## src/rtl/pll_lock_sequencer.sv

```systemverilog
// ---------------------------------------------------------------------------
// pll_lock_sequencer
//
// Brings up the Gowin rPLL that clocks the PSRAM controller. The sequencer
// runs on the 27 MHz crystal clock, never on a PLL output. It pulses the PLL
// RESET pin, waits for a synchronised LOCK, and requires LOCK to hold for a
// qualification window. Only after that does it release the downstream
// reset. Timed-out attempts are retried until the retry budget is used up,
// at which point the block parks in FAIL. A lock drop while running restarts
// the whole sequence and is counted.
//
// Ports:
//   clk               27 MHz reference clock
//   resetn            asynchronous, active-low reset
//   pll_lock          raw rPLL LOCK, asynchronous to clk
//   soft_reset_req    single-cycle request to restart the PLL sequence
//   pll_reset         to rPLL RESET, active high
//   ready             PLL locked and qualified; downstream may run
//   downstream_resetn active-low reset for the PSRAM domain (mirrors ready)
//   state             0=RESET_PLL 1=WAIT_LOCK 2=STABLE 3=RUN 4=FAIL
//   retry_cnt         timed-out attempts since last resetn / soft_reset_req
//   lock_loss_cnt     saturating count of lock drops while in RUN
//   fail              high in FAIL
// ---------------------------------------------------------------------------
module pll_lock_sequencer #(
    parameter int RST_CYCLES    = 16,
    parameter int LOCK_TIMEOUT  = 2700,
    parameter int STABLE_CYCLES = 256,
    parameter int MAX_RETRIES   = 3,
    parameter int CNT_W         = 16
) (
    input  logic       clk,
    input  logic       resetn,
    input  logic       pll_lock,
    input  logic       soft_reset_req,
    output logic       pll_reset,
    output logic       ready,
    output logic       downstream_resetn,
    output logic [2:0] state,
    output logic [1:0] retry_cnt,
    output logic [7:0] lock_loss_cnt,
    output logic       fail
);

    typedef enum logic [2:0] {
        ST_RESET_PLL = 3'd0,
        ST_WAIT_LOCK = 3'd1,
        ST_STABLE    = 3'd2,
        ST_RUN       = 3'd3,
        ST_FAIL      = 3'd4
    } state_t;

    // Terminal counts. The counter starts at zero on state entry, so the
    // last cycle of a window of N cycles is at count N-1.
    localparam logic [CNT_W-1:0] RST_LAST     = CNT_W'(RST_CYCLES - 1);
    localparam logic [CNT_W-1:0] TIMEOUT_LAST = CNT_W'(LOCK_TIMEOUT - 1);
    localparam logic [CNT_W-1:0] STABLE_LAST  = CNT_W'(STABLE_CYCLES - 1);
    localparam logic [1:0]       RETRY_LIMIT  = 2'(MAX_RETRIES);

    state_t           cur_state;
    state_t           next_state;
    logic [CNT_W-1:0] counter;
    logic             lock_meta;
    logic             lock_s;
    logic             timeout_hit;
    logic             lock_lost_run;
    logic             count_enable;
    logic [1:0]       retry_inc;

    // LOCK comes straight from the PLL and has no relation to clk, so it is
    // passed through two flops before anything looks at it. Only lock_s is
    // ever used by the sequencer.
    always_ff @(posedge clk or negedge resetn) begin
        if (!resetn) begin
            lock_meta <= 1'b0;
            lock_s    <= 1'b0;
        end else begin
            lock_meta <= pll_lock;
            lock_s    <= lock_meta;
        end
    end

    assign retry_inc     = retry_cnt + 2'd1;
    assign lock_lost_run = (cur_state == ST_RUN) && !lock_s;
    assign count_enable  = (cur_state == ST_RESET_PLL) ||
                           (cur_state == ST_WAIT_LOCK) ||
                           (cur_state == ST_STABLE);

    // Next-state decision. A soft reset request overrides everything else.
    // In WAIT_LOCK and STABLE the lock status is checked before the counter,
    // so a lock arriving or dropping on the terminal cycle wins over the
    // timeout / qualification. Any encoding outside the five legal states
    // falls back to RESET_PLL.
    always_comb begin
        next_state  = cur_state;
        timeout_hit = 1'b0;
        if (soft_reset_req) begin
            next_state = ST_RESET_PLL;
        end else begin
            case (cur_state)
                ST_RESET_PLL: begin
                    if (counter == RST_LAST) begin
                        next_state = ST_WAIT_LOCK;
                    end
                end
                ST_WAIT_LOCK: begin
                    if (lock_s) begin
                        next_state = ST_STABLE;
                    end else if (counter == TIMEOUT_LAST) begin
                        timeout_hit = 1'b1;
                        next_state  = (retry_inc == RETRY_LIMIT) ? ST_FAIL
                                                                 : ST_RESET_PLL;
                    end
                end
                ST_STABLE: begin
                    if (!lock_s) begin
                        next_state = ST_WAIT_LOCK;
                    end else if (counter == STABLE_LAST) begin
                        next_state = ST_RUN;
                    end
                end
                ST_RUN: begin
                    if (!lock_s) begin
                        next_state = ST_RESET_PLL;
                    end
                end
                ST_FAIL: begin
                    next_state = ST_FAIL;
                end
                default: begin
                    next_state = ST_RESET_PLL;
                end
            endcase
        end
    end

    // State, counter, retry/lock-loss bookkeeping and all outputs live in one
    // register block. Outputs are decoded from next_state so they change on
    // the same edge as the state itself (ready drops with the move out of RUN,
    // pll_reset rises with the move into RESET_PLL). The counter restarts on
    // every entry, including a soft-reset re-entry of RESET_PLL, which is why
    // soft_reset_req clears it even when the state value does not change.
    always_ff @(posedge clk or negedge resetn) begin
        if (!resetn) begin
            cur_state         <= ST_RESET_PLL;
            counter           <= '0;
            retry_cnt         <= 2'd0;
            lock_loss_cnt     <= 8'd0;
            pll_reset         <= 1'b1;
            ready             <= 1'b0;
            downstream_resetn <= 1'b0;
            fail              <= 1'b0;
        end else begin
            cur_state <= next_state;

            if (soft_reset_req || (next_state != cur_state)) begin
                counter <= '0;
            end else if (count_enable) begin
                counter <= counter + CNT_W'(1);
            end

            if (soft_reset_req) begin
                retry_cnt <= 2'd0;
            end else if (timeout_hit) begin
                retry_cnt <= retry_inc;
            end

            // Counted even when a soft reset arrives on the same cycle.
            if (lock_lost_run && (lock_loss_cnt != 8'hFF)) begin
                lock_loss_cnt <= lock_loss_cnt + 8'd1;
            end

            pll_reset         <= (next_state == ST_RESET_PLL) || (next_state == ST_FAIL);
            ready             <= (next_state == ST_RUN);
            downstream_resetn <= (next_state == ST_RUN);
            fail              <= (next_state == ST_FAIL);
        end
    end

    assign state = cur_state;

endmodule

```

## config.mk

```make
export PLATFORM = sky130hd
export DESIGN_NAME = pll_lock_sequencer
export DESIGN_NICKNAME = d
export VERILOG_FILES = /design/src/rtl/pll_lock_sequencer.sv
export SDC_FILE = /design/constraint.sdc
export NUM_CORES = 1
export LEC_CHECK = 0
export ABC_AREA = 1
export CAP_MARGIN = 0
export CORE_ASPECT_RATIO = 0.9
export CORE_UTILIZATION = 55
export CTS_CLUSTER_SIZE = 14
export DETAILED_ROUTE_END_ITERATION = 10
export PLACE_DENSITY_LB_ADDON = 0.15
export REMOVE_ABC_BUFFERS = 1
export SETUP_SLACK_MARGIN = 0.1
export SLEW_MARGIN = 20
export SYNTH_ARGS = -nofsm -noshare
export SYNTH_HDL_FRONTEND = slang
export SYNTH_SLANG_ARGS = --single-unit
```

## constraint.sdc

```tcl
create_clock -name clk -period 2.2 [get_ports clk]
set_input_delay 0.44 -clock clk [delete_from_list [all_inputs] [get_ports clk]]
set_output_delay 0.44 -clock clk [all_outputs]
set_load 0.05 [all_outputs]
```

==> impl_metrics.xml, run 1 <==
<?xml version="1.0" encoding="UTF-8"?>
<metrics>
  <group name="outcome">
    <metric name="run_status" unit="">complete, no violations</metric>
  </group>
  <group name="setup_path">
    <metric name="path_max_fanout" unit="">5</metric>
    <metric name="worstReg2RegEnd" unit="">counter[14]</metric>
    <metric name="cpMaxStageDelayCell" unit="">clkdlybuf4s50_1</metric>
    <metric name="setup.worst_path.end_class" unit="">output pin</metric>
    <metric name="required" unit="ps">1760</metric>
    <metric name="reg2reg_setup_slack" unit="ps">280</metric>
    <metric name="timing.critical_path.buf_inv" unit="">1</metric>
    <metric name="reg2regPathDepth" unit="">8</metric>
    <metric name="crit_path_start_kind" unit="">register</metric>
    <metric name="timing_worst_setup_path_type" unit="">register to output pin</metric>
    <metric name="worst_r2r_startpoint" unit="">state[0]</metric>
    <metric name="critical_path.top_delay_family" unit="">buffers and inverters</metric>
    <metric name="critPathArrivalTime" unit="ps">1610</metric>
    <metric name="worstPathCellList" unit="">clkdlybuf4s50_1</metric>
    <metric name="max_stage_delay" unit="ps">850</metric>
  </group>
  <group name="final_layout">
    <metric name="seq_area" unit="µm²">852.1</metric>
    <metric name="drive_above_1_share" unit="">0.2172</metric>
    <metric name="nets" unit="">250</metric>
    <metric name="layout.cells.most_common" unit="">nand2_1</metric>
    <metric name="multi_input_gate_area" unit="µm²">904.6</metric>
    <metric name="layout.cells.most_common_list" unit="">nand2_1, dfrtp_1, inv_1, nor2_1, clkdlybuf4s50_1</metric>
    <metric name="post_route_standard_cell_area_excluding_fillers" unit="µm²">2280</metric>
    <metric name="fillers" unit="">236</metric>
    <metric name="area_growth_syn_to_layout" unit="%">19.95</metric>
    <metric name="insertedDiodeCount" unit="">0</metric>
  </group>
  <group name="sta">
    <metric name="max_slew.worst_pin.slew" unit="ps">495.7</metric>
    <metric name="max_slew_margin" unit="">0.6685</metric>
    <metric name="worst_clock_skew" unit="ps">5.043</metric>
    <metric name="timing.final.ws_setup" unit="ps">149.2</metric>
    <metric name="final_hold_violating_endpoints" unit="">0</metric>
    <metric name="setup-violations-final" unit="">0</metric>
    <metric name="fmax" unit="MHz">487.6</metric>
    <metric name="period_share" unit="">0.9322</metric>
    <metric name="tns" unit="ps">0</metric>
    <metric name="timing_max_transition_violations_final" unit="">0</metric>
    <metric name="post-route-min-period" unit="ps">2051</metric>
    <metric name="grt_setup_unrepaired" unit="">no</metric>
  </group>
  <group name="clocking">
    <metric name="clock_tree.root_cell" unit="">clkbuf_8</metric>
    <metric name="cts.path.max_buffers" unit="">2</metric>
    <metric name="clk_pin_slew_worst_paths" unit="ps">70</metric>
    <metric name="cts.htree.levels" unit="">2</metric>
    <metric name="clock-sinks" unit="">34</metric>
    <metric name="tritoncts" unit="">built</metric>
    <metric name="skew_pair_late_insertion_delay" unit="ps">290</metric>
    <metric name="cts-buffers-inserted" unit="">5</metric>
    <metric name="cts-hold-fix-buffers" unit="">0</metric>
  </group>
  <group name="min_path">
    <metric name="hp-class" unit="">register to register</metric>
    <metric name="hold_depth" unit="">0</metric>
    <metric name="hold_path.startpoint" unit="">lock_meta</metric>
    <metric name="endpoint_of_the_worst_hold_timing_path" unit="">lock_s</metric>
  </group>
  <group name="synth">
    <metric name="synth.ff_latch_count" unit="">34</metric>
    <metric name="post_synth.cell_area_avg" unit="µm²">9.007</metric>
    <metric name="warning_count_from_the_yosys_run" unit="">0</metric>
    <metric name="yosysSeqAreaShare" unit="">0.4483</metric>
    <metric name="synth_area" unit="µm²">1901</metric>
    <metric name="synth_cell_types" unit="">30</metric>
    <metric name="synth_cells" unit="">211</metric>
  </group>
  <group name="pwr">
    <metric name="sequentialPowerShare" unit="">0.541</metric>
    <metric name="cellLeakagePower" unit="nW">1.079</metric>
    <metric name="total_power" unit="mW">1.177</metric>
    <metric name="net-switching-power" unit="mW">0.2693</metric>
    <metric name="p_per_area" unit="nW/µm²">516.5</metric>
    <metric name="cellInternalPower" unit="mW">0.9081</metric>
    <metric name="p_clk_frac" unit="">0.408</metric>
    <metric name="vdd_ir_drop_max" unit="mV">0.4510</metric>
    <metric name="p_comb_frac" unit="">0.050</metric>
    <metric name="power_switching_share" unit="">0.2287</metric>
  </group>
  <group name="placed_design">
    <metric name="buffer_ports.inserted" unit="">20</metric>
    <metric name="globalplace.congestion" unit="">0.8574</metric>
    <metric name="dp_hpwl" unit="µm">2641</metric>
    <metric name="post_place_worst_slack" unit="ps">194.1</metric>
    <metric name="placed_instance_area" unit="µm²">2133</metric>
  </group>
  <group name="drt">
    <metric name="drtAntennaViolNets" unit="">0</metric>
    <metric name="detailroute.via_count" unit="">1454</metric>
    <metric name="routed_wl" unit="µm">3691</metric>
    <metric name="routedWlPerCell" unit="µm">12.91</metric>
    <metric name="drc_errors" unit="">0</metric>
    <metric name="detail_route.iter0.violations" unit="">64</metric>
    <metric name="drt-pass1-iter-count" unit="">4</metric>
    <metric name="vias_per_cell" unit="">5.084</metric>
  </group>
  <group name="floorplan">
    <metric name="initial_core_utilization" unit="">0.6011</metric>
    <metric name="floorplan.io_pins" unit="">21</metric>
    <metric name="die_w" unit="µm">63.97</metric>
    <metric name="placeableCoreArea" unit="µm²">3162</metric>
    <metric name="floorplan.die.height" unit="µm">57.77</metric>
    <metric name="num_rows" unit="">19</metric>
    <metric name="floorplan.die_area" unit="µm²">3695</metric>
  </group>
  <group name="job">
    <metric name="max-cap-violations" unit="">0</metric>
  </group>
  <group name="grt">
    <metric name="grtUsageTotal" unit="">0.2283</metric>
    <metric name="grt_overflow_total" unit="">0</metric>
    <metric name="maximum_number_of_pins_on_one_net_before_global_route_repair" unit="">35</metric>
    <metric name="number_of_global_route_vias_before_repair" unit="">1450</metric>
    <metric name="grt_pass1_wl" unit="µm">6313</metric>
    <metric name="antenna_found_initial" unit="">0</metric>
  </group>
</metrics>
==> metrics by stage <==
stage                       util  hold slack [ps]  instances
final                     0.7210            351.2        286
after global routing      0.7210            363.9        286
after CTS                 0.7028            353.2        280
after detailed placement  0.6747            337.8        272
after global placement    0.6747            333.1        272
after floorplan                -            144.4        209
==> kinds of logic (layout without fill, tap and decap cells) <==
kind of cell               Yosys count  after routing  share of synthesized area
DFF                                 34             34                     0.4483
xor gates and xnor gates            19             19                    0.08756
buffers and inverters               33             66                    0.07571
adders and majority gates            3              3                    0.01975
AOI/OAI and AO/OA                   11             11                    0.04213
muxes                                1              1                   0.005267
and+or+nand+nor                    110            110                     0.3213
==> synth_stat cells (all sizes together) <==
library cell  instances  area [µm²]
dfrtp                33       825.8
a21boi                2       15.01
nand4                 6       37.54
o21ai                 2       10.01
buf                   2       27.53
dfstp                 1       26.28
mux2i                 1       10.01
nand3                15       112.6
nor4                  1       6.260
ha                    3       37.54
and3                  1       6.260
nand2                41       168.9
inv                  31       116.4
o21bai                1       7.510
a21oi                 5       40.04
nor2                 41       244.0
o31ai                 1       7.510
xor2                 17       148.9
nor3                  5       35.03
xnor2                 2       17.52
==> state kept, by name, summed over array words and instances (netlist names), 2 cells and up <==
name / cells
counter: 16
state: 3
retry_cnt: 2
lock_loss_cnt: 8
==> layout make-up <==
class,count,area share
inverters,31,0.05104
flip-flops and latches,34,0.3738
repair buffers,27,0.1153
clock buffers,7,0.03787
clock inverters,1,0.002195
well taps,42,0.02305
multi-input cells,144,0.3968
==> how the worst max path moves through the flow <==
stage / start / endpoint / slack [ps] / cells after the start
finish: state[1] / state[1] / 150 / 1
global route: state[1] / state[1] / 110 / 1
CTS: state[1] / state[1] / 140 / 1
detailed placement: soft_reset_req / counter[4] / 190 / 7
global placement: soft_reset_req / counter[2] / 250 / 7
floorplan: state[1] / counter[0] / 260 / 8
==> metal layers <==
metal	up-vias	GRT usage	wire, µm
li1	722	-	-
met1	686	0.2705	1623
met2	35	0.3815	1809
met3	11	0.05512	182
met4	0	0.1331	75
met5	-	0	0
==> power groups by stage <==
stage                     Combinational, mW  Clock [mW]  Sequential, mW
after CTS                            0.0496       0.487           0.637
after floorplan                      0.0254           0           0.648
after global placement               0.0473           0           0.648
after detailed placement             0.0495           0           0.649
final                                0.0594       0.481           0.637
after global routing                 0.0667       0.519           0.638
==> worst register-to-register path: cells and delay by family, from the launching register on <==
kind	cells	cell delay, ps
flops	1	510
compound gates	1	310
xor+xnor	1	230
simple gates	6	770
==> repair_timing <==
item | CTS | global route
gates cloned | 0 | 0
pin swaps | 0 | 0
setup buffers | 0 | 6
endpoints found under the hold margin | 0 | 0
gates resized for setup | 2 | 0
endpoints found under the setup margin | 2 | 1
Note: power is estimated with default switching activity, not from simulation.
==> run 2: changes to the inputs <==
Settings changed: CELL_PAD_IN_SITES_DETAIL_PLACEMENT set to 0, CELL_PAD_IN_SITES_GLOBAL_PLACEMENT set to 1, CORE_UTILIZATION 55 to 42, HOLD_SLACK_MARGIN set to 0.1.
==> run 2 against run 1 <==
Final area down 0.22%; clock power fell by 0.8%; non-clock buffer count is 4 lower; sequential cell count is the same; sequential power hardly changed; global-route usage fell by 5.2 points; maximum frequency rose by 0.62%; hold slack improved by 0.91 ps; critical endpoint is now pll_reset; cell count up 4.9%.
==> impl_metrics.xml, run 2 (same netlist as run 1, synthesis figures left out) <==
<?xml version="1.0" encoding="UTF-8"?>
<metrics>
  <group name="final_layout">
    <metric name="drive_above_1_share" unit="">0.2042</metric>
    <metric name="regMostFlops" unit="">counter</metric>
    <metric name="largest_register_ffs" unit="">16</metric>
    <metric name="layout.core_utilization" unit="">0.5401</metric>
    <metric name="stdcell_count" unit="">300</metric>
    <metric name="layout.cells.most_common" unit="">nand2_1</metric>
    <metric name="nets" unit="">246</metric>
    <metric name="layout.cells.most_common_list" unit="">nand2_1, dfrtp_1, inv_1, nor2_1</metric>
    <metric name="area_growth_syn_to_layout" unit="%">19.68</metric>
    <metric name="insertedDiodeCount" unit="">0</metric>
  </group>
  <group name="floorplan">
    <metric name="placeableCoreArea" unit="µm²">4212</metric>
    <metric name="num_rows" unit="">22</metric>
    <metric name="floorplan.die_area" unit="µm²">4799</metric>
    <metric name="floorplan.io_pins" unit="">21</metric>
    <metric name="die_w" unit="µm">72.91</metric>
    <metric name="initial_core_utilization" unit="">0.4513</metric>
    <metric name="floorplan.die.height" unit="µm">65.82</metric>
  </group>
  <group name="drt">
    <metric name="detail_route.iter0.violations" unit="">83</metric>
    <metric name="detailroute.via_count" unit="">1385</metric>
    <metric name="drt-pass1-iter-count" unit="">4</metric>
    <metric name="drc_errors" unit="">0</metric>
    <metric name="routedWlPerCell" unit="µm">12.06</metric>
    <metric name="drtAntennaViolNets" unit="">0</metric>
    <metric name="vias_per_cell" unit="">4.617</metric>
    <metric name="routed_wl" unit="µm">3619</metric>
  </group>
  <group name="min_path">
    <metric name="hold_depth" unit="">0</metric>
    <metric name="hp-class" unit="">register to register</metric>
    <metric name="endpoint_of_the_worst_hold_timing_path" unit="">lock_s</metric>
    <metric name="hold_path.startpoint" unit="">lock_meta</metric>
  </group>
  <group name="sta">
    <metric name="grt_setup_unrepaired" unit="">no</metric>
    <metric name="final_hold_violating_endpoints" unit="">0</metric>
    <metric name="timing.final.ws_setup" unit="ps">161.7</metric>
    <metric name="period_share" unit="">0.9265</metric>
    <metric name="fmax" unit="MHz">490.6</metric>
    <metric name="post-route-min-period" unit="ps">2038</metric>
    <metric name="tns" unit="ps">0</metric>
    <metric name="timing_max_transition_violations_final" unit="">0</metric>
    <metric name="max_slew_margin" unit="">0.6491</metric>
    <metric name="setup-violations-final" unit="">0</metric>
    <metric name="worst_clock_skew" unit="ps">5.647</metric>
    <metric name="holdWs" unit="ps">352.1</metric>
    <metric name="max_slew.worst_pin.slew" unit="ps">524.7</metric>
  </group>
  <group name="job">
    <metric name="max-cap-violations" unit="">0</metric>
  </group>
  <group name="grt">
    <metric name="grt_overflow_total" unit="">0</metric>
    <metric name="grt_pass1_wl" unit="µm">6292</metric>
    <metric name="maximum_number_of_pins_on_one_net_before_global_route_repair" unit="">35</metric>
    <metric name="antenna_found_initial" unit="">0</metric>
    <metric name="grtUsageTotal" unit="">0.1759</metric>
    <metric name="number_of_global_route_vias_before_repair" unit="">1402</metric>
  </group>
  <group name="setup_path">
    <metric name="crit_path_start_kind" unit="">register</metric>
    <metric name="cpMaxStageDelayCell" unit="">clkdlybuf4s50_1</metric>
    <metric name="critical_path.top_delay_family" unit="">buffers and inverters</metric>
    <metric name="max_stage_delay" unit="ps">790</metric>
    <metric name="worst_r2r_startpoint" unit="">state[0]</metric>
    <metric name="critPathArrivalTime" unit="ps">1600</metric>
    <metric name="timing_worst_setup_path_type" unit="">register to output pin</metric>
    <metric name="setup.worst_path.end_class" unit="">output pin</metric>
    <metric name="worstPathCellList" unit="">clkdlybuf4s50_1</metric>
    <metric name="required" unit="ps">1760</metric>
    <metric name="reg2reg_setup_slack" unit="ps">320</metric>
    <metric name="timing.critical_path.buf_inv" unit="">1</metric>
    <metric name="path_max_fanout" unit="">1</metric>
    <metric name="worstReg2RegEnd" unit="">counter[14]</metric>
    <metric name="reg2regPathDepth" unit="">8</metric>
  </group>
  <group name="outcome">
    <metric name="run_status" unit="">complete, no violations</metric>
  </group>
  <group name="pwr">
    <metric name="cellLeakagePower" unit="nW">1.079</metric>
    <metric name="p_per_area" unit="nW/µm²">513.7</metric>
    <metric name="vdd_ir_drop_max" unit="mV">0.3233</metric>
  </group>
  <group name="placed_design">
    <metric name="placedCellCount" unit="">290</metric>
    <metric name="dp_hpwl" unit="µm">2643</metric>
    <metric name="globalplace.congestion" unit="">0.7541</metric>
    <metric name="buffer_ports.inserted" unit="">20</metric>
    <metric name="post_place_worst_slack" unit="ps">146.6</metric>
  </group>
  <group name="clocking">
    <metric name="tritoncts" unit="">built</metric>
    <metric name="skew_pair_late_insertion_delay" unit="ps">290</metric>
    <metric name="clk_pin_slew_worst_paths" unit="ps">70</metric>
    <metric name="cts.htree.levels" unit="">2</metric>
    <metric name="clock-sinks" unit="">34</metric>
    <metric name="cts-buffers-inserted" unit="">5</metric>
    <metric name="clock_tree.root_cell" unit="">clkbuf_8</metric>
    <metric name="cts.path.max_buffers" unit="">2</metric>
  </group>
</metrics>
-- run 2: changes by cell type in the layout (fill, tap and decap cells not counted) --
cell and delta:
dlymetal6s2s_1 +1, clkdlybuf4s50_1 -1, buf_4 -4
-- run 2: metal layers --
metal | track usage | share of wire | vias up | wire length, µm
li1 | - | - | 716 | -
met1 | 0.2225 | 0.49 | 646 | 1776
met2 | 0.2839 | 0.46 | 18 | 1670
met3 | 0.04268 | 0.032 | 5 | 116
met4 | 0.08088 | 0.015 | 0 | 55
met5 | 0 | 0 | - | 0
-- run 2: power breakdown --
group	switching (mW)	internal, mW	leakage (nW)	total, mW
clock	0.225	0.252	0.0482	0.477
sequential	0.00575	0.632	0.465	0.637
combinational	0.0338	0.0201	0.566	0.0539
total	0.264	0.904	1.08	1.17
-- run 2: worst max path at each step --
stage,cells past startpoint,to,start,slack [ps]
after global placement,7,counter[1],soft_reset_req,230
final,1,pll_reset,pll_reset,160
after global routing,1,pll_reset,pll_reset,140
after detailed placement,7,counter[5],soft_reset_req,150
after CTS,1,state[1],state[1],110
after floorplan,8,counter[0],state[1],260
-- run 2: metrics by stage --
step                power, mW  instance area [µm²]
finish                  1.168                 2275
global route            1.221                 2275
CTS                     1.180                 2245
detailed placement     0.6998                 2156
global placement       0.6970                 2156
floorplan              0.6732                 1873
-- run 2: what timing repair did --
| item | in CTS | in global routing |
|---|---|---|
| buffers inserted | 0 | 2 |
| pin swaps | 0 | 1 |
| resized for setup | 2 | 1 |
| endpoints found under the hold margin | 0 | 0 |
| hold buffers | 0 | 0 |
| endpoints found under the setup margin | 2 | 16 |
-- run 2: layout make-up --
cell class,instances,area (µm²)
Sequential cell,34,852.1
Clock inverter,1,5.005
Fill cell,400,1937
Tap cell,60,75.07
Clock buffer,7,86.33
Inverter,31,116.4
Timing Repair Buffer,23,235.2
Multi-Input combinational cell,144,904.6
